$ cat src/rtl/seg_scan_controller.sv
// seg_scan_controller
//
// Drives the Basys3 4-digit 7-segment display for the snake game.
// A score is latched on request and converted to BCD by a sequential
// double-dabble (14 shift iterations). The four digits are then
// time-multiplexed, with optional leading-zero blanking and a
// game-over blink.
//
// Ports:
//   CLK100MHZ  in   system clock (100 MHz)
//   reset_n    in   asynchronous active-low reset
//   score[13:0] in  binary score; values above 9999 are shown as 9999
//   load       in   single-cycle request to latch and convert score
//   blink_en   in   level; 1 = blink the whole display
//   busy       out  conversion in progress; load is ignored while high
//   an[3:0]    out  digit enables, active-low, an[0] = ones digit
//   seg[7:0]   out  segments, active-low, {dp,g,f,e,d,c,b,a}; dp held off
module seg_scan_controller #(
    parameter int SCAN_DIV  = 100000,
    parameter int BLINK_DIV = 250,
    parameter bit LZ_BLANK  = 1'b1
) (
    input  logic        CLK100MHZ,
    input  logic        reset_n,
    input  logic [13:0] score,
    input  logic        load,
    input  logic        blink_en,
    output logic        busy,
    output logic [3:0]  an,
    output logic [7:0]  seg
);

    localparam int SW = $clog2(SCAN_DIV);
    localparam int BW = (BLINK_DIV > 1) ? $clog2(BLINK_DIV) : 1;
    localparam logic [SW-1:0] SCAN_LAST  = SW'(SCAN_DIV - 1);
    localparam logic [BW-1:0] BLINK_LAST = BW'(BLINK_DIV - 1);
    localparam logic [13:0]   SCORE_MAX  = 14'd9999;

    typedef enum logic [1:0] {IDLE, SHIFT, DONE} state_t;

    state_t            state_reg, state_next;
    logic              accept, do_shift, do_copy;
    logic              busy_reg;
    logic [13:0]       bin_reg;
    logic [15:0]       bcd_reg;
    logic [15:0]       bcd_adj;
    logic [3:0]        iter_reg;
    logic [3:0][3:0]   digit_reg;

    logic [SW-1:0]     presc_reg;
    logic              scan_tick;
    logic [1:0]        idx_reg;
    logic [BW-1:0]     blink_cnt_reg;
    logic              blink_phase_reg;

    logic [3:0]        digit_zero;
    logic [3:0]        lz_run;
    logic [3:0]        blank;
    logic [3:0]        cur_digit;
    logic [7:0]        seg_code;
    logic [3:0]        an_reg;
    logic [7:0]        seg_reg;

    genvar gi;

    // ---------------------------------------------------------------
    // Converter FSM
    // ---------------------------------------------------------------
    always_ff @(posedge CLK100MHZ or negedge reset_n) begin
        if (!reset_n) begin
            state_reg <= IDLE;
        end else begin
            state_reg <= state_next;
        end
    end

    // busy_reg lags the state by one cycle, so a load presented in the
    // cycle the FSM re-enters IDLE is still rejected.
    always_comb begin
        state_next = state_reg;
        case (state_reg)
            IDLE:    if (load && !busy_reg) state_next = SHIFT;
            SHIFT:   if (iter_reg == 4'd13) state_next = DONE;
            DONE:    state_next = IDLE;
            default: state_next = IDLE;
        endcase
    end

    always_comb begin
        accept   = 1'b0;
        do_shift = 1'b0;
        do_copy  = 1'b0;
        case (state_reg)
            IDLE:    accept   = load && !busy_reg;
            SHIFT:   do_shift = 1'b1;
            DONE:    do_copy  = 1'b1;
            default: ;
        endcase
    end

    // Double-dabble correction: every nibble >= 5 gets +3 before the shift
    generate
        for (gi = 0; gi < 4; gi++) begin : g_adj
            assign bcd_adj[4*gi +: 4] = (bcd_reg[4*gi +: 4] >= 4'd5) ?
                                        bcd_reg[4*gi +: 4] + 4'd3 :
                                        bcd_reg[4*gi +: 4];
        end
    endgenerate

    always_ff @(posedge CLK100MHZ or negedge reset_n) begin
        if (!reset_n) begin
            busy_reg  <= 1'b0;
            bin_reg   <= '0;
            bcd_reg   <= '0;
            iter_reg  <= '0;
            digit_reg <= '0;
        end else begin
            busy_reg <= (state_reg != IDLE);
            if (accept) begin
                bin_reg  <= (score > SCORE_MAX) ? SCORE_MAX : score;
                bcd_reg  <= '0;
                iter_reg <= '0;
            end else if (do_shift) begin
                // Binary bits enter the BCD register MSB-first
                {bcd_reg, bin_reg} <= {bcd_adj, bin_reg} << 1;
                iter_reg           <= iter_reg + 4'd1;
            end
            // Display digits change in one step, never mid-conversion
            if (do_copy) begin
                digit_reg <= bcd_reg;
            end
        end
    end

    assign busy = busy_reg;

    // ---------------------------------------------------------------
    // Scan prescaler, digit index and blink timer (free-running)
    // ---------------------------------------------------------------
    assign scan_tick = (presc_reg == SCAN_LAST);

    always_ff @(posedge CLK100MHZ or negedge reset_n) begin
        if (!reset_n) begin
            presc_reg       <= '0;
            idx_reg         <= '0;
            blink_cnt_reg   <= '0;
            blink_phase_reg <= 1'b0;
        end else begin
            presc_reg <= scan_tick ? '0 : presc_reg + 1'b1;
            if (scan_tick) begin
                idx_reg <= idx_reg + 2'd1;
            end
            // Holding the timer cleared while disabled guarantees that a
            // fresh blink always opens with a visible half-period.
            if (!blink_en) begin
                blink_cnt_reg   <= '0;
                blink_phase_reg <= 1'b0;
            end else if (scan_tick) begin
                if (blink_cnt_reg == BLINK_LAST) begin
                    blink_cnt_reg   <= '0;
                    blink_phase_reg <= ~blink_phase_reg;
                end else begin
                    blink_cnt_reg <= blink_cnt_reg + 1'b1;
                end
            end
        end
    end

    // ---------------------------------------------------------------
    // Leading-zero detection: digit k blanks when it and all higher
    // digits are zero; digit 0 always shows.
    // ---------------------------------------------------------------
    generate
        for (gi = 0; gi < 4; gi++) begin : g_zero
            assign digit_zero[gi] = (digit_reg[gi] == 4'd0);
        end
        assign lz_run[3] = digit_zero[3];
        for (gi = 0; gi < 3; gi++) begin : g_run
            assign lz_run[gi] = digit_zero[gi] & lz_run[gi+1];
        end
    endgenerate

    assign blank     = LZ_BLANK ? {lz_run[3:1], 1'b0} : 4'b0000;
    assign cur_digit = digit_reg[idx_reg];

    always_comb begin
        seg_code = 8'hFF;
        case (cur_digit)
            4'd0:    seg_code = 8'hC0;
            4'd1:    seg_code = 8'hF9;
            4'd2:    seg_code = 8'hA4;
            4'd3:    seg_code = 8'hB0;
            4'd4:    seg_code = 8'h99;
            4'd5:    seg_code = 8'h92;
            4'd6:    seg_code = 8'h82;
            4'd7:    seg_code = 8'hF8;
            4'd8:    seg_code = 8'h80;
            4'd9:    seg_code = 8'h90;
            default: seg_code = 8'hFF;
        endcase
    end

    // Output registers; a blanked digit keeps its anode on so every
    // digit gets the same duty cycle.
    always_ff @(posedge CLK100MHZ or negedge reset_n) begin
        if (!reset_n) begin
            an_reg  <= 4'b1111;
            seg_reg <= 8'hFF;
        end else if (blink_en && blink_phase_reg) begin
            an_reg  <= 4'b1111;
            seg_reg <= 8'hFF;
        end else begin
            an_reg  <= ~(4'b0001 << idx_reg);
            seg_reg <= blank[idx_reg] ? 8'hFF : seg_code;
        end
    end

    assign an  = an_reg;
    assign seg = seg_reg;

endmodule

$ cat config.mk
export PLATFORM = sky130hd
export DESIGN_NAME = seg_scan_controller
export DESIGN_NICKNAME = d
export VERILOG_FILES = /design/src/rtl/seg_scan_controller.sv
export SDC_FILE = /design/constraint.sdc
export NUM_CORES = 1
export LEC_CHECK = 0
export BUFFER_PORTS_ARGS = -buffer_cell sky130_fd_sc_hd__buf_2
export CAP_MARGIN = 20
export CORE_MARGIN = 2
export CORE_UTILIZATION = 34
export CTS_BUF_LIST = sky130_fd_sc_hd__clkbuf_4 sky130_fd_sc_hd__clkbuf_8
export CTS_CLUSTER_DIAMETER = 40
export DETAILED_ROUTE_END_ITERATION = 6
export GPL_TIMING_DRIVEN = 0
export HOLD_SLACK_MARGIN = 0.02
export PLACE_DENSITY = 0.58
export SYNTH_ARGS = -nofsm -noshare
export SYNTH_HDL_FRONTEND = slang
export SYNTH_SLANG_ARGS = --single-unit
$ cat constraint.sdc
create_clock -name CLK100MHZ -period 4.6 [get_ports CLK100MHZ]
set_input_delay 0.69 -clock CLK100MHZ [delete_from_list [all_inputs] [get_ports CLK100MHZ]]
set_output_delay 0.69 -clock CLK100MHZ [all_outputs]
set_load 0.05 [all_outputs]
==> flow_summary.yaml, run 1 <==
status:
  status: "complete, no violations"
grt:
  grt_pass1_wl_mm: 15.9
  antenna_found_initial: 0
  grt_pass1_vias: 3356
  grt.total_usage_pct: 13.5
  grt_max_degree: 66
  grt_remaining_overflow: 0
synthesis:
  synth_enable_flop_cells: 0
  syn_area_per_cell_um2: 10.5
  ys_seq_area_share_pct: 50.0
  ys_async_sr_fraction_pct: 100
  synth_cell_type_count: 57
  ys_seq_elements: 92
  synthCells: 439
  synth_fp_nets: 479
  synth_warnings: 0
  ys.flop_type: "dfrtp_1"
  syn-cell-area_um2: 4630
power:
  p_per_area_nw_per_um2: 546
  power_frac_comb_pct: 37.4
  p_leak_nw: 2.25
  switching_share_pct: 38.5
  finalPower_mw: 2.84
  power_switching_mw: 1.09
  irDropWorstVdd_mv: 0.226
  power.internal_mw: 1.75
  p_seq_share_pct: 43.7
  clockPowerShare_pct: 19.0
setup_path:
  end_kind: "register"
  required_ns: 4.85
  worstSetupStartpointType: "register"
  critPathArrivalTime_ns: 2.23
  crit_type: "reg2reg"
  r2r_cells: 3
  cp_max_fo: 9
final_layout:
  num_antenna_cells: 0
  largest_reg_flops: 17
  fillCellCount: 1322
  syn_to_final_growth_pct: 12.5
  nets: 519
  drive_gt1_share_pct: 18.2
  design_area_um2: 5210
floorplan:
  ios: 31
  fp.dieW_um: 121
  core.rowCount: 42
  die_y_um: 121
  initial_core_util_pct: 34.8
  core-area_um2: 13300
  dieArea_um2: 14600
clock_network:
  path_clk_slew_ns: 0.08
  holdBufCountCts: 0
  cts_tree: "yes"
  ctsResizeCount: 0
  cts_buffers: 9
  root_buffer: "clkbuf_8"
  clock_latency_ns: 0.36
  h-tree-depth: 3
  post-cts-setup-buffers: 0
  clkSinkCount: 92
  clock_path_buffers: 2
routing:
  drc: 0
  num_vias: 3362
  firstDrtPassIters: 4
  drt_iter0_markers: 195
  drt-total-wl_mm: 9.29
  routed_via_density: 5.09
  wl_per_cell_um: 14.1
  ant_nets: 0
timing:
  setup_violations: 0
  tightest_slew_ns: 0.816
  rsz0062_at_grt: "no"
  max_freq_mhz: 504
  fin_crit_sh_pct: 43.1
  min_period_ns: 1.98
  slew_headroom_pct: 45.5
  hold_violations: 0
  drv_slew: 0
  setup_tns_ns: 0
  fin_skew_ns: 0.00768
flow_run:
  drv_cap: 0
worst_hold_path:
  hold_class: "in2async"
placed_design:
  dp_hpwl_mm: 6.62
  numPortBuffers: 28
  place.gp.congestion: 0.842
  placed_cell_area_um2: 5020
metrics by stage:
stage / std cells / util [%] / hold WS (ns) / setup WS [ns]
after floorplan: 439 / - / 0.394 / 2.69
after global placement: 643 / 37.5 / 0.456 / 2.00
after detailed placement: 644 / 37.8 / 0.457 / 2.30
after CTS: 660 / 39.2 / 0.224 / 2.56
after global routing: 660 / 39.2 / 0.238 / 2.35
final: 660 / 39.2 / 0.233 / 2.62
per-layer routing:
layer | up-vias | track usage [%] | wire (um)
li1 | 1654 | - | -
met1 | 1639 | 17.3 | 4380
met2 | 59 | 22.3 | 4430
met3 | 10 | 4.20 | 370
met4 | 0 | 3.63 | 111
met5 | - | 0 | 0
path summary, 6_finish.rpt:
kind | slack (ns) | end | start
worst max-delay path | 2.62 | bin_reg[13]$_DFFE_PN0P_ | state_reg[0]$_DFFE_PN0P_
worst min-delay path | 0.23 | presc_reg[13]$_DFF_PN0_ | reset_n
worst max register to register | 2.62 | bin_reg[13]$_DFFE_PN0P_ | state_reg[0]$_DFFE_PN0P_
worst min register to register | 0.48 | bin_reg[12]$_DFFE_PN0P_ | bin_reg[11]$_DFFE_PN0P_
max in group asynchronous | 3.71 | bin_reg[9]$_DFFE_PN0P_ | reset_n
min in group CLK100MHZ | 0.48 | bin_reg[12]$_DFFE_PN0P_ | bin_reg[11]$_DFFE_PN0P_
power groups by stage:
stage	Clock, mW	Sequential (mW)	Combinational [mW]
2_1_floorplan	0	1.34	0.708
3_3_place_gp	0	1.25	1.04
3_5_place_dp	0	1.26	1.07
4_1_cts	0.560	1.24	1.08
5_1_grt	0.589	1.28	1.21
6_report	0.540	1.24	1.06
final cells by class:
type | instances | area, um^2 | area share [%]
flip-flops and latches | 92 | 2320 | 44.5
repair buffers | 29 | 170 | 3.27
inverters | 17 | 63.8 | 1.22
clock buffers | 11 | 139 | 2.67
clock inverters | 5 | 51.3 | 0.985
multi-input cells | 309 | 2150 | 41.2
well taps | 176 | 220 | 4.23
plain buffers | 21 | 103 | 1.97
worst max-delay path: stages (launching register included):
cell	delay (ns)
dfrtp_1	0.43
nor4b_2	0.75
nor2_1	0.33
a221o_1	0.36
Yosys cell counts, types with 2 or more instances:
| cell | n | area (um^2) |
|---|---|---|
| xnor2_1 | 10 | 87.6 |
| nor4b_2 | 3 | 45.0 |
| o22ai_1 | 5 | 31.3 |
| mux4_1 | 2 | 52.6 |
| mux2i_1 | 4 | 40.0 |
| nor3_1 | 2 | 10.0 |
| o211ai_1 | 4 | 30.0 |
| buf_2 | 4 | 20.0 |
| mux2_2 | 12 | 135 |
| nand2_1 | 35 | 131 |
| dfrtp_1 | 81 | 2030 |
| a22oi_1 | 9 | 67.6 |
| or2_2 | 2 | 12.5 |
| nand2b_1 | 10 | 62.6 |
| nand3_1 | 23 | 115 |
| inv_1 | 17 | 63.8 |
| o31ai_1 | 7 | 52.6 |
| a32o_1 | 3 | 30.0 |
| and2_1 | 3 | 18.8 |
| o21ai_0 | 41 | 205 |
| mux4_2 | 2 | 45.0 |
| nor4_1 | 2 | 12.5 |
| nor2b_1 | 4 | 25.0 |
| buf_6 | 2 | 22.5 |
| a21oi_1 | 27 | 135 |
| or3_1 | 5 | 31.3 |
| dfstp_2 | 11 | 289 |
| clkbuf_1 | 12 | 45.0 |
| and3_1 | 3 | 18.8 |
| nand4_1 | 8 | 50.1 |
| nor2_1 | 21 | 78.8 |
| nand3b_1 | 2 | 15.0 |
| xor2_1 | 11 | 96.3 |
| nor3b_1 | 2 | 15.0 |
| buf_1 | 2 | 7.51 |
| and4_1 | 6 | 52.6 |
| ha_1 | 22 | 275 |
kinds of logic after synthesis:
kind of cell,after synthesis,share of synthesized area [%]
AND/OR/NAND/NOR,141,17.0
XOR/XNOR,21,3.97
adder cells (fa/ha/maj),22,5.95
flip-flops,92,50.0
buffers and inverters,38,3.59
AO/OA/AOI/OAI,104,13.5
multiplexers,20,5.89
other,1,0.0810
cell usage in the layout, fill, tap and decap left out, types with 3 or more instances in the layout:
cell and count:
a32o_1 3, dfstp_2 11, nand2b_1 10, xnor2_1 10, a21oi_1 27, o211ai_1 4
xor2_1 11, nand4_1 8, and4_1 6, nand3_1 23, ha_1 22, and3_1 3
nor2_1 21, nor4b_2 3, o22ai_1 5, clkinv_2 3, a22oi_1 9, mux2i_1 4
nand2_1 35, inv_1 17, and2_1 3, o31ai_1 7, clkbuf_8 9, dfrtp_1 81
mux2_2 12, buf_2 31, clkbuf_1 12, or3_1 5, nor2b_1 4, o21ai_0 41
(Power assumes the default switching activity.)
==> run 2, diff against run 1 <==
clock period = 2.1 ns   (was 4.6 ns; I/O delays follow)
==> run 2 against run 1 <==
Net effect: clock power rose by 120%; first-iteration DRC count fell by 5.1%; final area rose by 0.36%; register-to-register slack got worse by 2.4 ns; combinational power rose by 120%; setup slack got worse by 2.4 ns; utilization rose by 0.14 points; worst hold slack got worse by 0.037 ns; fmax rose by 5.1%; die area did not move.
==> flow_summary.yaml, run 2 (synthesis gave the netlist of run 1 again) <==
status:
  status: "complete, no violations"
worst_hold_path:
  whs_endpoint: "bin_reg[12]$_DFFE_PN0P_"
  hold_start: "score[12]"
  hold_depth: 3
  hold_class: "in2reg"
grt:
  antenna_found_initial: 0
  grt_remaining_overflow: 0
  grt_max_degree: 66
  grt.total_usage_pct: 13.5
  grt_pass1_vias: 3365
  grt_pass1_wl_mm: 15.9
timing:
  drv_slew: 0
  fin_skew_ns: 0.00843
  slew_headroom_pct: 61.9
  rsz0062_at_grt: "no"
  holdWs_ns: 0.196
  fin_ws_ns: 0.212
  max_freq_mhz: 530
  tightest_slew_ns: 0.569
  fin_crit_sh_pct: 89.9
  hold_violations: 0
  setup_violations: 0
  min_period_ns: 1.89
routing:
  drc: 0
  ant_nets: 0
  firstDrtPassIters: 4
  num_vias: 3366
  wl_per_cell_um: 14.1
  routed_via_density: 5.09
  drt-total-wl_mm: 9.30
  drt_iter0_markers: 185
floorplan:
  fp.dieW_um: 121
  ios: 31
  core.rowCount: 42
  die_y_um: 121
  dieArea_um2: 14600
  core-area_um2: 13300
  initial_core_util_pct: 34.8
final_layout:
  multiInputGateArea_um2: 2160
  most-common-layout-cells: "81 x dfrtp_1, 41 x o21ai_0, 35 x nand2_1"
  nets: 520
  drive_gt1_share_pct: 18.1
  layout_commonest_cell: "dfrtp_1"
  design_area_um2: 5230
  largest_reg_flops: 17
  regArea_um2: 2320
  syn_to_final_growth_pct: 12.9
  finalNonFillerCells: 661
  fillCellCount: 1318
  num_antenna_cells: 0
setup_path:
  crit_type: "reg2reg"
  critPathArrivalTime_ns: 2.18
  r2r_setup_slack_ns: 0.21
  r2r_cells: 6
  end_kind: "register"
  worstSetupStartpointType: "register"
  required_ns: 2.39
  r2r_end: "seg[1]$_DFF_PN1_"
  cp_max_fo: 6
  r2r-start: "idx_reg[1]$_DFFE_PN0N_"
power:
  finalPower_mw: 6.24
  irDropWorstVdd_mv: 0.495
  p_per_area_nw_per_um2: 1190
  p_leak_nw: 2.26
clock_network:
  path_clk_slew_ns: 0.08
  root_buffer: "clkbuf_8"
  cts_tree: "yes"
  cts_buffers: 9
  clock_latency_ns: 0.36
  clock_path_buffers: 2
  h-tree-depth: 3
  post-cts-setup-buffers: 0
  clkSinkCount: 92
flow_run:
  drv_cap: 0
placed_design:
  place.gp.congestion: 0.842
  numPortBuffers: 28
  pre_cts_slack_ns: 0.0790
  placed_cell_area_um2: 5020
  place_inst: 644
  dp_hpwl_mm: 6.62
==> run 2: cell types whose count changed in the layout (fill, tap and decap cells not counted) <==
cell / before / now
dlygate4sd3_1: 0 / 1
nor4b_2: 3 / 2
nor4b_4: 0 / 1
==> run 2: critical path: stages, from the launching register on <==
cell,delay (ns)
dfrtp_1,0.39
buf_6,0.14
mux4_1,0.64
inv_1,0.14
ha_1,0.26
o22ai_1,0.18
nand2b_1,0.07
==> run 2: worst max path at each step <==
stage / endpoint / slack, ns / cells after the start / startpoint
after floorplan: bcd_reg[11]$_DFFE_PN0P_ / 0.22 / 5 / busy$_DFF_PN0_
after global placement: bin_reg[7]$_DFFE_PN0P_ / -0.13 / 1 / reset_n
after detailed placement: bin_reg[13]$_DFFE_PN0P_ / 0.08 / 3 / state_reg[0]$_DFFE_PN0P_
after CTS: bin_reg[13]$_DFFE_PN0P_ / 0.06 / 3 / state_reg[0]$_DFFE_PN0P_
after global routing: bin_reg[10]$_DFFE_PN0P_ / 0.03 / 5 / state_reg[0]$_DFFE_PN0P_
final: seg[1]$_DFF_PN1_ / 0.21 / 6 / idx_reg[1]$_DFFE_PN0N_
==> run 2: report_power, final <==
| group | leakage [nW] | switching, mW | internal [mW] |
|---|---|---|---|
| registers | 1.15 | 0.384 | 2.34 |
| logic | 0.999 | 1.41 | 0.921 |
| clock network | 0.104 | 0.612 | 0.572 |
==> run 2: timing repair <==
item | in CTS | in global routing
resized for setup | 0 | 1
hold endpoints to repair | 16 | 0
hold buffers | 1 | 0
setup endpoints to repair | 0 | 9
==> run 2: cell type report <==
class / count / share of cell area (%)
plain buffers: 21 / 1.96
inverters: 17 / 1.22
clock buffers: 11 / 2.66
flip-flops and latches: 92 / 44.3
multi-input cells: 309 / 41.2
well taps: 176 / 4.21
repair buffers: 30 / 3.45
clock inverters: 5 / 0.981
==> run 2: layer usage <==
layer | track usage, % | share of wire (%) | up-vias
met5 | 0 | 0 | -
met4 | 3.63 | 1.2 | 0
met3 | 4.20 | 4.0 | 11
met2 | 22.3 | 48 | 58
met1 | 17.3 | 47 | 1640
li1 | - | - | 1657
==> run 2: through the flow <==
step / setup TNS [ns] / util (%)
after floorplan: 0 / -
after global placement: -9.80 / 37.5
after detailed placement: 0 / 37.8
after CTS: 0 / 39.3
after global routing: 0 / 39.3
final: 0 / 39.3
